File: src/rtl/imem_dmem_bus_arbiter.sv
// imem_dmem_bus_arbiter: shares one pipelined Avalon-MM agent between the instruction-fetch
// host (read-only) and the data host (read/write).
// Arbitration is round-robin. The grant is held while the agent stalls. Read responses are
// steered back to the issuing host through an in-order ID FIFO.
// Ports:
//   clk, rst            clock, asynchronous active-low reset
//   i_*                 instruction host (address, read, waitrequest, readdatavalid, readdata)
//   d_*                 data host (address, read, write, byteenable, writedata, waitrequest,
//                       readdatavalid, readdata)
//   m_*                 agent port (address, read, write, byteenable, writedata, waitrequest,
//                       readdatavalid, readdata)
//   err_unexpected      sticky flag: a response arrived with no read outstanding
module imem_dmem_bus_arbiter #(
    parameter int ADDR_W      = 32,
    parameter int DATA_W      = 32,
    parameter int MAX_PENDING = 4
) (
    input  logic                clk,
    input  logic                rst,
    input  logic [ADDR_W-1:0]   i_address,
    input  logic                i_read,
    output logic                i_waitrequest,
    output logic                i_readdatavalid,
    output logic [DATA_W-1:0]   i_readdata,
    input  logic [ADDR_W-1:0]   d_address,
    input  logic                d_read,
    input  logic                d_write,
    input  logic [DATA_W/8-1:0] d_byteenable,
    input  logic [DATA_W-1:0]   d_writedata,
    output logic                d_waitrequest,
    output logic                d_readdatavalid,
    output logic [DATA_W-1:0]   d_readdata,
    output logic [ADDR_W-1:0]   m_address,
    output logic                m_read,
    output logic                m_write,
    output logic [DATA_W/8-1:0] m_byteenable,
    output logic [DATA_W-1:0]   m_writedata,
    input  logic                m_waitrequest,
    input  logic                m_readdatavalid,
    input  logic [DATA_W-1:0]   m_readdata,
    output logic                err_unexpected
);
    localparam int PW = $clog2(MAX_PENDING);
    localparam int CW = PW + 1;

    typedef enum logic {OWN_I = 1'b0, OWN_D = 1'b1} owner_t;
    typedef enum logic {FREE, LOCKED} lock_t;

    lock_t                  lock_q, lock_d;
    owner_t                 lock_owner_q, last_q, owner;
    logic                   gnt, full, empty, elig_i, elig_d, push, pop;
    logic [MAX_PENDING-1:0] ids;
    logic [PW-1:0]          wr_ptr, rd_ptr;
    logic [CW-1:0]          count;

    assign i_readdata = m_readdata;
    assign d_readdata = m_readdata;

    always_comb begin
        full   = count == CW'(MAX_PENDING);
        empty  = count == '0;
        // A read can only be taken when its ID has somewhere to go; writes need no slot.
        elig_i = i_read && !full;
        elig_d = d_write || (d_read && !full);
        gnt    = 1'b0;
        owner  = OWN_I;
        if (lock_q == LOCKED) begin
            gnt   = 1'b1;
            owner = lock_owner_q;
        end else if (elig_i && elig_d) begin
            gnt   = 1'b1;
            owner = (last_q == OWN_I) ? OWN_D : OWN_I;
        end else if (elig_d) begin
            gnt   = 1'b1;
            owner = OWN_D;
        end else if (elig_i) begin
            gnt   = 1'b1;
            owner = OWN_I;
        end
        m_read        = gnt && ((owner == OWN_D) ? d_read : i_read);
        m_write       = gnt && (owner == OWN_D) && d_write;
        m_address     = !gnt ? '0 : (owner == OWN_D) ? d_address : i_address;
        m_byteenable  = !gnt ? '0 : (owner == OWN_D) ? d_byteenable : '1;
        m_writedata   = (gnt && owner == OWN_D) ? d_writedata : '0;
        i_waitrequest = (gnt && owner == OWN_I) ? m_waitrequest : 1'b1;
        d_waitrequest = (gnt && owner == OWN_D) ? m_waitrequest : 1'b1;
        // A stalled command keeps the bus; anything else releases it.
        lock_d        = ((m_read || m_write) && m_waitrequest) ? LOCKED : FREE;
        push          = m_read && !m_waitrequest;
        pop           = m_readdatavalid && !empty;
        i_readdatavalid = pop && (ids[rd_ptr] == OWN_I);
        d_readdatavalid = pop && (ids[rd_ptr] == OWN_D);
    end

    always_ff @(posedge clk or negedge rst) begin
        if (!rst) begin
            lock_q         <= FREE;
            lock_owner_q   <= OWN_I;
            last_q         <= OWN_I;
            ids            <= '0;
            wr_ptr         <= '0;
            rd_ptr         <= '0;
            count          <= '0;
            err_unexpected <= 1'b0;
        end else begin
            lock_q <= lock_d;
            if (lock_d == LOCKED) lock_owner_q <= owner;
            if ((m_read || m_write) && !m_waitrequest) last_q <= owner;
            if (push) begin
                ids[wr_ptr] <= owner;
                wr_ptr      <= wr_ptr + 1'b1;
            end
            if (pop) rd_ptr <= rd_ptr + 1'b1;
            count <= count + CW'(push) - CW'(pop);
            if (m_readdatavalid && empty) err_unexpected <= 1'b1;
        end
    end
endmodule

File: config.mk
export PLATFORM = sky130hd
export DESIGN_NAME = imem_dmem_bus_arbiter
export DESIGN_NICKNAME = d
export VERILOG_FILES = /design/src/rtl/imem_dmem_bus_arbiter.sv
export SDC_FILE = /design/constraint.sdc
export NUM_CORES = 1
export LEC_CHECK = 0
export BUFFER_PORTS_ARGS = -buffer_cell sky130_fd_sc_hd__clkbuf_2
export CAP_MARGIN = 20
export CORE_AREA = 8 8 101 103
export CTS_BUF_LIST = sky130_fd_sc_hd__clkbuf_8 sky130_fd_sc_hd__clkbuf_16
export DETAILED_ROUTE_END_ITERATION = 7
export DIE_AREA = 0 0 109 111
export GPL_TIMING_DRIVEN = 1
export PLACE_DENSITY = 0.67
export SETUP_SLACK_MARGIN = 0.4
export SLEW_MARGIN = 10
export SYNTH_ARGS = -nofsm -noshare
export SYNTH_HDL_FRONTEND = slang
export SYNTH_SLANG_ARGS = --single-unit
File: constraint.sdc
create_clock -name clk -period 4.4 [get_ports clk]
set_input_delay 1.1 -clock clk [delete_from_list [all_inputs] [get_ports clk]]
set_output_delay 1.1 -clock clk [all_outputs]
set_load 0.01 [all_outputs]
Word-level counts from Yosys, hierarchy flattened
Index checks and enable logic that the tools add are counted.

storage, ports and cells
  bits in registers = 15
  logic and storage cells = 61
  bits of input ports = 139

cells by class
  order comparisons = 3
  $add $sub $neg = 4
  equality and inequality tests = 1
  bitwise logic cells = 2
  reductions and logical operators = 21
  multiplexer cells = 22

operator list
  cell                                                                    number
  32-bit two-way mux                                                      3
  1-bit logical AND                                                       15
  1-bit two-way mux                                                       14
  4-bit two-way mux                                                       2
  2-bit by 3-bit < comparator with 1-bit output (second input constant)   2
  2-bit by 1-bit adder with 2-bit output (second input constant)          2
  4-bit bitwise mux                                                       1
  3-bit by 1-bit adder with 3-bit output                                  1
  3-bit equality test (second input constant)                             1
  1-bit zero test                                                         3
  3-bit zero test                                                         1
  3-bit by 1-bit subtractor with 3-bit output                             1
  1-bit binary-select mux with 2-bit select                               1
  1-bit demux with 2-bit select                                           1
  2-bit by 1-bit >= comparator with 1-bit output (second input constant)  1
  1-bit logical OR                                                        2
  1-bit NOT                                                               2

Depth between registers and ports, before layout
Gate-level depths: netlist (run 1).

  depth in word-level cells = 12
  mapped depth = 10

Worst setup path before layout (run 1)
OpenSTA, ideal clock, no wires.

  path type = input-to-output
  from = input port i_read
  to = output port m_address[25]
  stages on the path = 6
  arrival = 2.280 ns
  path slack = 1.020 ns
  path through = nor2b_1 -> nand3_1 -> nand2b_1 -> buf_2 -> buf_1 -> a22o_1

between the ends
  word-level cells in the longest chain between the ends = 6

ends and longest elaborated chain
  item                                                            RTL line  RTL
  from (decl)                                                     21        input logic i_read,
  1-bit logical AND (*)                                           63        elig_i = i_read && !full;
  1-bit two-way mux / 1-bit logical AND (equally long branches)   76, 70
  1-bit two-way mux, on equally long branches                     73, 70
  1-bit two-way mux, on equally long branches                     70, 67
  1-bit two-way mux / 32-bit two-way mux (equally long branches)  67, 82
  32-bit two-way mux (*)                                          82        m_address = !gnt ? '0 : (owner == OWN_D) ? d_address : i_address;
  to (decl)                                                       33        output logic [ADDR_W-1:0] m_address,

Mark *: on every way between the ends. The rest lies on a longest branch, timed or not.

Final worst setup path (run 1)
  from = input port i_read
  to = output port m_address[31]

Same word-level chain as after synthesis.

==> impl_results.md, run 1 <==
- Outcome: completed
- CP Data Arrival Time: between 2 and 3 ns
- Critical Path RT: 3.30 ns
- Synthesized area per cell: 8.63 um^2
- Worst vdd ir: roughly 160 uV
- Wirelength per Cell: around 19 um
- Fmax: ~260 MHz
- Placed wire-length estimate: between 7000 and 8000 um
- Worst hold-check path type: flop to flop
- H-tree levels: 1
- Yosys cell types: 42
- Crit end category: output port
- Post-synth net total: 383
- Max-slew headroom: ~47%
- Die ar.: 12,100 um^2
- Num CTS Buffers: 3
- Cell Area, Synth: 2040 um^2
- Worst slew pin tran: about 0.79 ns
- CP Max Fanout: 34
- Root Buffer: clkbuf_8
- Largest net degree at the start of global routing: 38
- DR vias/cell: around 4.8
- # IOs: approximately 280
- Fillers: slightly above 900
- Final hold violation count: 0
- Max-Cap Viols: 0
- Routed WL: a little under 9000 um
- Area of the multi-input gates: ~1100 um^2
- CTS-repair resized insts: 0
- Grt total ovfl: 0
- #FFs+latches synth: 15
- Layout cells sized above 1: slightly below 60%
- # hold bufs at CTS: 0
- Worst hold slack: between 0.4 and 0.5 ns
- Startpoint class of the critical path: input pin
- First-pass GRT wire length: 12,900 um
- Die W: around 110 um
- DRC: 0
- Worst R2R Start: count[1]$_DFF_PN0_
- Number of global-route vias before repair: ~2,300
- Post-synthesis sequential area ratio: a little under a fifth
- Gate Count Post-Synth: approximately 240
- Core ar.: roughly 8600 um^2
- Port buffer count: roughly 180
- Commonest non-fill, non-tap cell in the layout: clkbuf_2
- Total number of vias: approximately 2,200
- Clock tree sinks: 15
- DRT iter0 DRCs: roughly 110
- Fin. max-slew vios: 0
- Postcts setup bufs: 0
- Async set-reset flop share out of synthesis: 100%
- FF+latch area: approximately 380 um^2
- Tmin final: between 3 and 4 ns
- Dpl cell area: approximately 2500 um^2
- Most frequent cells in the layout: clkbuf_2 (181), a22o_1 (33), and3_1 (32)
- Routability congestion estimate: roughly 0.89
- Endpoints failing setup: 0
- DRT Pass-1 Iters: 4
- Synth warn: 0
- NumNets Final: between 400 and 500
- Top FF cell, synth: dfrtp_1
- Leak: 1.53 nW
- EDFF count, synth: 0
- Initial antenna violation count: 0
- FP Rows: 34
- GRT Util Overall: about an eighth
- P&R area growth vs syn: 25.5%
- Post-DRT Antenna Nets: 0
- Design area: approximately 2600 um^2
- Power Density: roughly 610 nW/um^2
- Final period util: approximately 88%
- Antenna fix cells: 0
- RSZ-0062 raised after global routing: false
- Die Height: about 110 um
- Initial core utilization: about a quarter
- Clk_skew: 0.00103 ns
- Critical path origin: i_read
- Hold Path Origin: err_unexpected$_DFFE_PN0P_
- Worst-case clock buffer depth: 2
- Clock transition at path regs: 0.06 ns
- CTS tree: done
- Setup total negative slack: 0 ns
- Crit Path Category: input pin to output port
- Worst-Skew Late Latency: roughly 0.26 ns
-- area by class of cell --
class	count	area share (%)
Inverter	7	1.02
Timing Repair Buffer	182	35.6
Clock inverter	1	0.195
Multi-Input combinational cell	135	41.7
Tap cell	108	5.27
Clock buffer	3	1.61
Sequential cell	15	14.6
-- critical path, stage by stage --
cell and delay (ns):
clkbuf_2 0.11, nor2b_1 0.19, a31o_2 0.31, nor2_4 0.61, a22o_2 0.32, clkbuf_2 0.14
-- state kept, by name, summed over array words and instances (netlist names) --
register        cells
count               3
err_unexpected      1
ids                 4
last_q              1
lock_owner_q        1
lock_q              1
rd_ptr              2
wr_ptr              2
-- power breakdown --
group | switching, mW | internal [mW]
combinational | 0.647 | 0.522
sequential | 0.0638 | 0.209
clock | 0.0547 | 0.0630
-- synthesized netlist by cell type, types with 2 or more instances --
cell type / n / share of area, %
and2_1: 5 / 1.5
a22o_2: 4 / 2.0
buf_4: 64 / 24
nand3_1: 2 / 0.49
clkbuf_1: 9 / 1.7
and3_1: 32 / 9.8
nor2b_1: 2 / 0.61
a21o_1: 5 / 1.8
a22o_1: 33 / 14
inv_1: 7 / 1.3
xnor2_1: 4 / 1.7
dfrtp_1: 15 / 18
nand2b_1: 5 / 1.5
buf_6: 4 / 2.2
nor2_1: 5 / 0.92
nor3_1: 2 / 0.49
buf_2: 2 / 0.49
ha_1: 6 / 3.7
nand2_1: 8 / 1.5
-- per-stage QoR --
step | power, mW | cells | setup slack, ns | utilization, %
after floorplan | 1.10 | 237 | 1.02 | -
after global placement | 1.44 | 447 | 0.515 | 29.5
after detailed placement | 1.46 | 447 | 0.487 | 29.5
after CTS | 1.59 | 451 | 0.503 | 30.0
after global routing | 1.69 | 451 | 0.417 | 30.0
final | 1.56 | 451 | 0.510 | 30.0
-- cell families (layout without fill, tap and decap cells) --
family / count (synthesis) / count (layout) / synth area share, %
AO/OA/AOI/OAI: 55 / 55 / 25.0
XOR/XNOR: 4 / 4 / 1.71
adder cells (fa/ha/maj): 7 / 7 / 4.65
buffers and inverters: 87 / 193 / 29.3
flip-flops: 15 / 15 / 18.4
multiplexers: 1 / 1 / 1.10
AND/OR/NAND/NOR: 68 / 68 / 19.9
-- worst paths after layout --
check                                                  end  cells past startpoint  slack [ns]
worst max-delay path                         m_address[31]                      6        0.51
max in group asynchronous                 lock_q$_DFF_PN0_                      1        3.38
worst min-delay path            err_unexpected$_DFFE_PN0P_                      1        0.46
worst max register to register          count[2]$_DFF_PN0_                      9        1.34
min in group asynchronous       err_unexpected$_DFFE_PN0P_                      1        0.75
worst min register to register  err_unexpected$_DFFE_PN0P_                      1        0.46
-- layer usage --
| metal | track usage (%) | vias up | share of wire, % |
|---|---|---|---|
| met5 | 0 | - | 0 |
| met2 | 25.1 | 161 | 51 |
| met1 | 12.5 | 1002 | 33 |
| li1 | - | 993 | - |
| met3 | 5.35 | 22 | 15 |
| met4 | 3.93 | 0 | 1.7 |
No activity file was read; power rests on OpenSTA's default activity.
==> run 2, diff against run 1 <==
--- a/config.mk
+++ b/config.mk
@@ -7,12 +7,12 @@
 export LEC_CHECK = 0
 export BUFFER_PORTS_ARGS = -buffer_cell sky130_fd_sc_hd__clkbuf_2
 export CAP_MARGIN = 20
-export CORE_AREA = 8 8 101 103
+export CORE_AREA = 8 8 102 104
 export CTS_BUF_LIST = sky130_fd_sc_hd__clkbuf_8 sky130_fd_sc_hd__clkbuf_16
 export DETAILED_ROUTE_END_ITERATION = 7
-export DIE_AREA = 0 0 109 111
+export DIE_AREA = 0 0 110 112
 export GPL_TIMING_DRIVEN = 1
-export PLACE_DENSITY = 0.67
+export PLACE_DENSITY = 0.66
 export SETUP_SLACK_MARGIN = 0.4
 export SLEW_MARGIN = 10
 export SYNTH_ARGS = -nofsm -noshare
==> constraint.sdc (replaced) <==
create_clock -name clk -period 4.6 [get_ports clk]
set_input_delay 1.15 -clock clk [delete_from_list [all_inputs] [get_ports clk]]
set_output_delay 1.15 -clock clk [all_outputs]
set_load 0.01 [all_outputs]
==> run 2 against run 1 <==
Compared with the run above:
- power down 7.2%
- register-to-register slack better by 0.20 ns
- sequential share of layout area about the same
- critical endpoint is now m_address[4]
==> impl_results.md, run 2 (synthesis results as in run 1) <==
- Total number of vias: roughly 2,000
- Worst Hold Depth: 1
- CTS-repair resized insts: 0
- DR vias/cell: between 4 and 5
- Max reg flops: 4
- Core ar.: 8890 um^2
- DRT Pass-1 Iters: 4
- Tmin final: about 3.9 ns
- CTS tree: done
- # placed instances: 450
- FP Rows: 35
- Final hold violation count: 0
- Design area: 2570 um^2
- Number of global-route vias before repair: approximately 2,100
- Area of the multi-input gates: approximately 1100 um^2
- Crit-path cells: clkbuf_2 -> nor2b_1 -> a31o_2 -> nor2_4 -> a22o_1 -> clkbuf_2
- Layout cells sized above 1: between 50% and 60%
- Worst hold-check path type: flop to flop
- Max-slew headroom: between 40% and 50%
- Largest net degree at the start of global routing: 38
- Initial core utilization: approximately 23%
- Worst-Skew Late Latency: around 0.24 ns
- Wirelength per Cell: around 16 um
- Worst-case clock buffer depth: 2
- GRT Util Overall: 10.6%
- Outcome: completed
- Routed WL: 7340 um
- Worst R2R Start: count[1]$_DFF_PN0_
- Endpoints failing setup: 0
- # hold bufs at CTS: 0
- Reg-to-Reg End: count[2]$_DFF_PN0_
- Critical path origin: i_read
- Worst vdd ir: approximately 190 uV
- Crit end category: output port
- CP Data Arrival Time: approximately 2.8 ns
- DRC: 0
- Max-Cap Viols: 0
- Post-DRT Antenna Nets: 0
- Leak: around 1.5 nW
- Antenna fix cells: 0
- DRT iter0 DRCs: between 100 and 150
- Die Height: approximately 110 um
- Initial antenna violation count: 0
- Root Buffer: clkbuf_8
- Fin util: 28.9%
- Clock transition at path regs: roughly 0.060 ns
- Max incr delay on CP: 0.59 ns
- Fillers: approximately 940
- Num CTS Buffers: 3
- Postcts setup bufs: 0
- Port buffer count: 181
- Fmax: ~250 MHz
- Most frequent cells in the layout: clkbuf_2 (181), a22o_1 (33), and3_1 (32)
- H-tree levels: 1
- Largest registers: ids (4), count (3)
- NumNets Final: 490
- First-pass GRT wire length: between 10,000 and 15,000 um
- Hold Path Sink: err_unexpected$_DFFE_PN0P_
- Fin. max-slew vios: 0
- Largest Register: ids
- Grt total ovfl: 0
- RSZ-0062 raised after global routing: false
- Post-route non-filler standard cell count: around 450
- Die ar.: 12,300 um^2
- Worst path top cell family by delay: simple AND/OR/NAND/NOR gates
- Routability congestion estimate: ~0.76
- P&R area growth vs syn: 25.6%
- Worst hold slack: around 0.46 ns
- Final period util: between 80 and 90%
- Dpl cell area: 2520 um^2
- R2R Setup Slk: about 1.5 ns
- Placed wire-length estimate: about 6300 um
- Setup total negative slack: 0 ns
- Startpoint class of the critical path: input pin
- Hold Path Origin: err_unexpected$_DFFE_PN0P_
- FF+latch area: about 380 um^2
- Clk_skew: roughly 0.0035 ns
- R2r worst-path depth: 9
- CP Max Fanout: 34
- Power Density: roughly 560 nW/um^2
- CP most frequent cell: clkbuf_2
- Commonest non-fill, non-tap cell in the layout: clkbuf_2
- Crit Path Category: input pin to output port
- Worst slew pin tran: roughly 0.77 ns
- Slowest CP cell: nor2_4
- # IOs: ~280
- Worst path buffer plus inverter count: 2
- Clock tree sinks: 15
- Die W: roughly 110 um
- Critical Path RT: roughly 3.5 ns
## run 2: how the worst max path moves through the flow
stage	endpoint	slack (ns)	cells past startpoint
global placement	m_address[4]	0.69	6
global route	m_address[4]	0.54	6
floorplan	m_address[25]	1.12	6
CTS	m_address[4]	0.65	6
detailed placement	m_address[4]	0.65	6
finish	m_address[4]	0.67	6
## run 2: per-layer routing
layer | global-route usage [%] | vias to the layer above | part of all wire (%)
li1 | - | 995 | -
met1 | 9.78 | 911 | 32
met2 | 21.0 | 129 | 53
met3 | 3.58 | 9 | 14
met4 | 2.43 | 0 | 0.98
met5 | 0 | - | 0
## run 2: cell type report
type                    count  area share, %
flip-flops and latches     15           14.6
clock buffers               3           1.61
well taps                 111           5.41
repair buffers            182           35.6
multi-input cells         135           41.6
inverters                   7           1.02
clock inverters             1          0.146
## run 2: stage by stage
| step | power, mW | setup slack [ns] |
|---|---|---|
| finish | 1.45 | 0.674 |
| floorplan | 1.05 | 1.12 |
| detailed placement | 1.36 | 0.649 |
| global placement | 1.33 | 0.694 |
| global route | 1.57 | 0.545 |
| CTS | 1.47 | 0.650 |
## run 2: report_power, final
part	internal (mW)	switching (mW)	total, mW
logic	0.500	0.585	1.08
registers	0.201	0.0606	0.261
clock network	0.0590	0.0435	0.102
==> run 3, diff against run 2 <==
--- a/config.mk
+++ b/config.mk
@@ -5,14 +5,14 @@
 export SDC_FILE = /design/constraint.sdc
 export NUM_CORES = 1
 export LEC_CHECK = 0
-export BUFFER_PORTS_ARGS = -buffer_cell sky130_fd_sc_hd__clkbuf_2
 export CAP_MARGIN = 20
-export CORE_AREA = 8 8 102 104
+export CORE_AREA = 8 8 101 103
 export CTS_BUF_LIST = sky130_fd_sc_hd__clkbuf_8 sky130_fd_sc_hd__clkbuf_16
 export DETAILED_ROUTE_END_ITERATION = 7
-export DIE_AREA = 0 0 110 112
+export DIE_AREA = 0 0 109 111
+export DONT_BUFFER_PORTS = 1
 export GPL_TIMING_DRIVEN = 1
-export PLACE_DENSITY = 0.66
+export PLACE_DENSITY = 0.39
 export SETUP_SLACK_MARGIN = 0.4
 export SLEW_MARGIN = 10
 export SYNTH_ARGS = -nofsm -noshare
==> run 3 against run 2 <==
Compared with the run above:
- utilization is 9.5 points lower
- count of clock-buffer cells in the layout did not move
- largest power group unchanged
- power down 18%
- sequential power grew 2%
- via count fell by 30%
- routed wire length fell by 11%
- critical endpoint is now m_address[9]
- first-iteration DRC count fell by 39%
- hold slack gained 0.034 ns
==> impl_results.md, run 3 (synthesis results as in run 1) <==
- Outcome: completed
- Num CTS Buffers: 3
- # placed instances: between 200 and 300
- First-pass GRT wire length: 8890 um
- FP Rows: 34
- Worst slew pin tran: about 0.73 ns
- Worst hold-check path type: flop to flop
- Area of the multi-input gates: approximately 1100 um^2
- Layout cells sized above 1: 12.3%
- Placed wire-length estimate: between 5000 and 6000 um
- Reg-to-Reg End: count[2]$_DFF_PN0_
- Wirelength per Cell: roughly 24 um
- Post-DRT Antenna Nets: 0
- Largest registers: ids (4), count (3)
- CP Max Fanout: 34
- FF+latch area: 375 um^2
- CTS tree: done
- Crit end category: output port
- Critical path origin: i_read
- Crit Path Category: input pin to output port
- Final period util: 79.9%
- GRT Util Overall: a little under a tenth
- Total number of vias: between 1,000 and 1,500
- Worst R2R Start: count[1]$_DFF_PN0_
- Worst hold slack: 0.491 ns
- H-tree levels: 1
- Largest Register: ids
- Total power: 1.19 mW
- Clk_skew: 0.00421 ns
- Fin. max-slew vios: 0
- Tmin final: 3.67 ns
- Core ar.: 8550 um^2
- Number of global-route vias before repair: about 1,500
- NumNets Final: 309
- CP Data Arrival Time: about 2.5 ns
- Postcts setup bufs: 0
- Final hold violation count: 0
- Power Density: just over 700 nW/um^2
- Crit path to: m_address[9]
- Startpoint class of the critical path: input pin
- Sequential share of power: between 20% and 30%
- Initial core utilization: a little under a quarter
- DR vias/cell: 5.29
- Max-slew headroom: between 50% and 60%
- Dpl cell area: around 1600 um^2
- Endpoints failing setup: 0
- Grt total ovfl: 0
- Worst Slack Setup Final: about 0.9 ns
- Clock transition at path regs: roughly 0.060 ns
- Die ar.: 12,100 um^2
- Setup total negative slack: 0 ns
- DRT Pass-1 Iters: 4
- Most frequent cells in the layout: a22o_1 (33), and3_1 (32), dfrtp_1 (15)
- Die Height: 111 um
- Routability congestion estimate: 0.700
- Worst-Skew Late Latency: ~0.25 ns
- Fillers: around 940
- Root Buffer: clkbuf_8
- R2r worst-path depth: 9
- Leak: 0.767 nW
- Worst-case clock buffer depth: 2
- Switch share: approximately half
- RSZ-0062 raised after global routing: false
- DRT iter0 DRCs: between 70 and 80
- Fin util: between 10% and 20%
- Critical Path RT: 3.45 ns
- P&R area growth vs syn: -18.8%
- DRC: 0
- Antenna fix cells: 0
- Clock tree sinks: 15
- # IOs: between 200 and 300
- Commonest non-fill, non-tap cell in the layout: a22o_1
- Fmax: 272 MHz
- Comb pwr share: about two thirds
- Pre-CTS setup slack: a little over 0.9 ns
- Routed WL: 6510 um
- Initial antenna violation count: 0
- Post-route non-filler standard cell count: 270
- P_int: approximately 570 uW
- Max reg flops: 4
- CTS-repair resized insts: 0
- Port buffer count: 0
- Max-Cap Viols: 0
- Clock power frac: between 9 and 10%
- R2R Setup Slk: roughly 1.6 ns
- Switching power of the nets: slightly above 600 uW
- Largest net degree at the start of global routing: 38
- Die W: about 110 um
- # hold bufs at CTS: 0
- Design area: approximately 1700 um^2
- Worst vdd ir: approximately 150 uV
## run 3: worst min-delay path by stage
stage / from / to / slack, ns / cells after the start
after detailed placement: rd_ptr[1]$_DFFE_PN0P_ / rd_ptr[1]$_DFFE_PN0P_ / 0.48 / 1
after CTS: rd_ptr[1]$_DFFE_PN0P_ / rd_ptr[1]$_DFFE_PN0P_ / 0.49 / 1
after global placement: rd_ptr[1]$_DFFE_PN0P_ / rd_ptr[1]$_DFFE_PN0P_ / 0.48 / 1
final: rd_ptr[1]$_DFFE_PN0P_ / rd_ptr[1]$_DFFE_PN0P_ / 0.49 / 1
after global routing: ids[2]$_DFFE_PN0P_ / ids[2]$_DFFE_PN0P_ / 0.53 / 1
after floorplan: rd_ptr[1]$_DFFE_PN0P_ / rd_ptr[1]$_DFFE_PN0P_ / 0.45 / 1
## run 3: final cells by class
type / count / area share (%)
multi-input cells: 135 / 64.4
clock buffers: 3 / 2.49
repair buffers: 1 / 0.452
clock inverters: 1 / 0.301
flip-flops and latches: 15 / 22.6
well taps: 108 / 8.14
inverters: 7 / 1.58
## run 3: power by group through the flow
stage | Sequential [mW] | Combinational, mW | Clock, mW
after floorplan | 0.251 | 0.800 | 0
after global placement | 0.270 | 0.822 | 0
after detailed placement | 0.268 | 0.830 | 0
after CTS | 0.267 | 0.832 | 0.116
after global routing | 0.277 | 0.892 | 0.122
final | 0.266 | 0.815 | 0.109
## run 3: routing by layer
layer  wire (um)  track usage, %
met5           0               0
met4          93            1.83
met3        1080            4.83
met2        3060            15.8
met1        2280            9.70
## run 3: worst max-delay path: stages
cell and delay (ns):
nor2b_1 0.16, a31o_2 0.31, nor2_4 0.56, a22o_1 0.33
